==> config.mk <==
export PLATFORM = sky130hd
export DESIGN_NAME = data_mem_arbiter
export DESIGN_NICKNAME = d
export VERILOG_FILES = /design/src/rtl/data_mem_arbiter.sv
export SDC_FILE = /design/constraint.sdc
export NUM_CORES = 1
export LEC_CHECK = 0
export CELL_PAD_IN_SITES_DETAIL_PLACEMENT = 0
export CELL_PAD_IN_SITES_GLOBAL_PLACEMENT = 1
export CORE_MARGIN = 1.5
export CORE_UTILIZATION = 27
export DETAILED_ROUTE_END_ITERATION = 12
export PLACE_DENSITY_LB_ADDON = 0.1
export SYNTH_ARGS = -nofsm -noshare
export SYNTH_HDL_FRONTEND = slang
export SYNTH_SLANG_ARGS = --single-unit
==> constraint.sdc <==
create_clock -name clk -period 2.3 [get_ports clk]
set_clock_uncertainty 0.05 [all_clocks]
set_input_delay 0.23 -clock clk [delete_from_list [all_inputs] [get_ports clk]]
set_output_delay 0.23 -clock clk [all_outputs]
set_load 0.1 [all_outputs]
==> src/rtl/data_mem_arbiter.sv <==
`default_nettype none
// ============================================================================
// Module   : data_mem_arbiter
// Brief    : Two-port round-robin arbiter in front of a single-port data
//            memory. Every access walks IDLE -> SETUP -> ACCESS -> RESP.
// Revision : 1.0
// ============================================================================
module data_mem_arbiter #(
    parameter int DATA_MEM_ADDR_WIDTH = 16,
    parameter int DATA_MEM_WIDTH      = 16,
    parameter int DATA_MEM_SIZE       = 1024
) (
    input  logic                           clk,
    input  logic                           rst_n,
    input  logic                           req0,
    input  logic                           req1,
    input  logic                           we0,
    input  logic                           we1,
    input  logic [DATA_MEM_ADDR_WIDTH-1:0] addr0,
    input  logic [DATA_MEM_ADDR_WIDTH-1:0] addr1,
    input  logic [DATA_MEM_WIDTH-1:0]      wdata0,
    input  logic [DATA_MEM_WIDTH-1:0]      wdata1,
    output logic                           ack0,
    output logic                           ack1,
    output logic [DATA_MEM_WIDTH-1:0]      rdata,
    output logic                           err,
    output logic                           busy,
    output logic [DATA_MEM_ADDR_WIDTH-1:0] mem_addr,
    output logic [DATA_MEM_WIDTH-1:0]      mem_data_in,
    output logic                           mem_write,
    input  logic [DATA_MEM_WIDTH-1:0]      mem_data_out
);

    typedef enum logic [1:0] {
        IDLE   = 2'd0,
        SETUP  = 2'd1,
        ACCESS = 2'd2,
        RESP   = 2'd3
    } state_t;

    // One extra bit so a size of 2**DATA_MEM_ADDR_WIDTH still compares correctly.
    localparam logic [DATA_MEM_ADDR_WIDTH:0] c_mem_size = (DATA_MEM_ADDR_WIDTH+1)'(DATA_MEM_SIZE);

    state_t                         state_q, state_d;
    logic                           we_q, we_d;
    logic [DATA_MEM_ADDR_WIDTH-1:0] addr_q, addr_d;
    logic [DATA_MEM_WIDTH-1:0]      wdata_q, wdata_d;
    logic [DATA_MEM_WIDTH-1:0]      rdata_q, rdata_d;
    logic                           port_q, port_d;
    logic                           last_q, last_d;
    logic                           err_q, err_d;
    logic                           grant;
    logic                           in_range;

    assign in_range = ({1'b0, addr_q} < c_mem_size);

    always_comb begin
        state_d = state_q;
        we_d    = we_q;
        addr_d  = addr_q;
        wdata_d = wdata_q;
        rdata_d = rdata_q;
        port_d  = port_q;
        last_d  = last_q;
        err_d   = err_q;
        grant   = 1'b0;
        case (state_q)
            IDLE: begin
                if (req0 || req1) begin
                    // On a tie the port that was not served last goes first.
                    grant   = (req0 && req1) ? ~last_q : req1;
                    port_d  = grant;
                    we_d    = grant ? we1    : we0;
                    addr_d  = grant ? addr1  : addr0;
                    wdata_d = grant ? wdata1 : wdata0;
                    state_d = SETUP;
                end
            end
            SETUP: begin
                state_d = ACCESS;
            end
            ACCESS: begin
                rdata_d = (!we_q && in_range) ? mem_data_out : '0;
                err_d   = !in_range;
                state_d = RESP;
            end
            RESP: begin
                last_d  = port_q;
                state_d = IDLE;
            end
            default: begin
                state_d = IDLE;
            end
        endcase
    end

    always_ff @(posedge clk or negedge rst_n) begin
        if (!rst_n) begin
            state_q <= IDLE;
            we_q    <= 1'b0;
            addr_q  <= '0;
            wdata_q <= '0;
            rdata_q <= '0;
            port_q  <= 1'b0;
            last_q  <= 1'b1;
            err_q   <= 1'b0;
        end else begin
            state_q <= state_d;
            we_q    <= we_d;
            addr_q  <= addr_d;
            wdata_q <= wdata_d;
            rdata_q <= rdata_d;
            port_q  <= port_d;
            last_q  <= last_d;
            err_q   <= err_d;
        end
    end

    // Address/data come straight from the request latches, so they are stable
    // for the whole SETUP..RESP window around the write strobe.
    assign mem_addr    = addr_q;
    assign mem_data_in = wdata_q;
    assign mem_write   = (state_q == ACCESS) && we_q && in_range;
    assign busy        = (state_q != IDLE);
    assign ack0        = (state_q == RESP) && !port_q;
    assign ack1        = (state_q == RESP) &&  port_q;
    assign rdata       = rdata_q;
    assign err         = err_q;

endmodule
`default_nettype wire

==> reports/metrics.csv, run 1 <==
metric;value;unit
setup_tns;0;ps
syn_inst;245;
hold_path.class;in2async;
cp-end-kind;primary output;
ant_nets;0;
slew_viol_final;0;
power_density;1561;mW/mm2
fin_crit_sh;93.13;%
regToRegStartpoint;mem_addr[13];
num_io_pins;139;
worst_pin_slew;597.8;ps
vias;2283;
port-buffer-count;138;
ff2ff_setup_slack;540;ps
gp_congestion;0.7216;
required;2020;ps
grt_max_degree;32;
ys_async_sr_fraction;100.0;%
post-cts-setup-buffers;0;
synth_flop_cell;dfrtp_1;
power.switching;3632;uW
ys_top_cells_by_count;a21oi_1 (67), dfrtp_1 (53), nor2_1 (36);
core;0.008341;mm2
p_sw_share;59.58;%
grt_overflow_total;0;
max_slew_margin;60.14;%
p_total;6097;uW
path_clk_slew;110;ps
setup_viol;0;
p_leak;0.001768;uW
grt_util_met2;24.96;%
grt_first_pass_wirelength;12.12;mm
hold_viol_final;0;
ys_seq_elements;54;
ctsRootBufferMaster;clkbuf_8;
cts_tree;done;
firstDrtPassIters;4;
yosysSeqAreaShare;57.17;%
cts_buffer_depth;2;
grt_pass1_vias;2390;
cts_sinks;54;
wl_per_cell;14.59;um
synth.cell_area;0.002366;mm2
ys_warn_count;0;
grtUsageMet3;5.275;%
hpwl;5.266;mm
p_seq_share;25.0;%
syn_to_final_growth;65.05;%
final_nets;477;
reg2regPathDepth;4;
start_kind;register;
status;complete, no violations;
internal_power;2464;uW
cp-startpoint;mem_addr[13];
synth_cell_type_count;26;
cp_data_arrival_time;1860;ps
start_util;28.37;%
dieArea;0.009333;mm2
pwr-share-clk;9.2;%
drive_gt1_share;24.74;%
grt_usage;15.94;%
drc_errors;0;
row_count;33;
crit_fanout;3;
via_per_inst;4.631;
synth_top_cell_by_area;dfrtp_1;
grt_use_met1;21.53;%
max_freq;0.4669;GHz
ys_top_cells_by_area;dfrtp_1 (56%), a21oi_1 (14%), nor2_1 (5.7%), nand2_1 (5.4%), a22o_2 (4.2%);
chipHeight;96.61;um
cts_max_level;2;
combPwrFrac;65.8;%
synth_top_area_share;56.05;%
r2r_end;rdata[6];
die_w;96.61;um
synth.most_common_cell;a21oi_1;
drt_iter0_markers;46;
crit_type;reg2out;
fillCellCount;822;
clk_latency;310;ps
period_needed;2142;ps
maxCapViolCount;0;
num_antenna_cells;0;
syn_area_per_cell;9.657;um2
syn-num-nets;335;
numCtsBuffers;5;
wirelength;7.194;mm
vdd_drop_max;0.8155;mV
antenna_found_initial;0;
synth_edf_count;0;
grt_busiest_layer;met2;
rsz0062_at_grt;no;
endpoint;mem_write;
[state kept, by name (all words and copies together) (netlist names)]
signal,count
port_q,1
mem_addr,16
err,1
mem_data_in,16
state_q,2
we_q,1
last_q,1
rdata,16
[placed cells by master (no fill, tap or decap), types with 2 or more instances in the layout]
| master | netlist | layout |
|---|---|---|
| a22o_2 | 10 | 10 |
| a21oi_1 | 67 | 67 |
| nand2_1 | 34 | 34 |
| clkbuf_8 | 0 | 6 |
| mux2_2 | 2 | 2 |
| clkdlybuf4s50_1 | 0 | 84 |
| dfrtp_2 | 0 | 2 |
| buf_12 | 0 | 2 |
| ha_1 | 4 | 4 |
| buf_4 | 1 | 62 |
| a22o_1 | 6 | 6 |
| inv_1 | 3 | 3 |
| dfrtp_1 | 53 | 51 |
| nor2_1 | 36 | 36 |
[cells by family after synthesis]
kind of cell | after synthesis | share of synthesized area (%)
AO/OA/AOI/OAI | 88 | 22.10
multiplexers | 2 | 0.9518
AND/OR/NAND/NOR | 78 | 14.17
buffers and inverters | 19 | 3.490
flip-flops | 54 | 57.17
adder cells (fa/ha/maj) | 4 | 2.115
[what timing repair did]
| item | in CTS | in global routing |
|---|---|---|
| resized for setup | 1 | 1 |
| hold buffers | 1 | 0 |
| hold endpoints to repair | 22 | 0 |
| endpoints found under the setup margin | 1 | 1 |
[worst max-delay path, cell delays in order (launching register included)]
cell     delay, ps
dfrtp_2        420
or4_4          580
nor4_2         200
and2_4         200
buf_12         160
[area by class of cell]
cell class | count | area, um2 | share of cell area [%]
clock inverters | 2 | 12.51 | 0.3204
inverters | 4 | 15.01 | 0.3845
repair buffers | 150 | 1361 | 34.86
clock buffers | 6 | 82.58 | 2.115
flip-flops and latches | 54 | 1355 | 34.70
multi-input cells | 172 | 947.2 | 24.26
well taps | 105 | 131.4 | 3.364
[power groups by stage]
stage               logic (uW)  clock network [uW]  registers (uW)
global route              4220                 629            1570
floorplan                  961                   0            3580
detailed placement        4050                   0            1530
finish                    4010                 562            1520
CTS                       4050                 586            1530
global placement          4040                   0            1530
[metrics by stage]
stage / setup slack [ps] / cells / util (%) / cell area (um2) / hold slack (ps)
after floorplan: 17.97 / 245 / - / 2371 / -115.6
after global placement: 393.5 / 484 / 45.48 / 3794 / 219.1
after detailed placement: 373.3 / 484 / 45.48 / 3794 / 220.9
after CTS: 62.60 / 493 / 46.82 / 3905 / 390.7
after global routing: 71.30 / 493 / 46.82 / 3905 / 390.8
final: 158.0 / 493 / 46.82 / 3905 / 402.3
[layer usage]
| metal | vias to the layer above | share of wire, % |
|---|---|---|
| li1 | 1120 | - |
| met1 | 1060 | 46 |
| met2 | 98 | 45 |
| met3 | 5 | 8.1 |
| met4 | 0 | 0.79 |
| met5 | - | 0 |
[worst min-delay path by stage]
stage | start | end | slack, ps | depth (start not counted)
6_report | rst_n | rdata[2] | 400 | 2
5_1_grt | addr0[3] | mem_addr[3] | 390 | 3
4_1_cts | addr0[15] | mem_addr[15] | 390 | 3
3_5_place_dp | rst_n | rdata[2] | 220 | 1
3_3_place_gp | rst_n | rdata[2] | 220 | 1
2_1_floorplan | rst_n | err | -120 | 0
Power figures use the tool's default switching activity.
==> run 2: changes to the inputs <==
- CTS_CLUSTER_SIZE: default -> 20
==> results of run 2 <==
The final DEF is identical to that of run 1; final timing and power are the same.
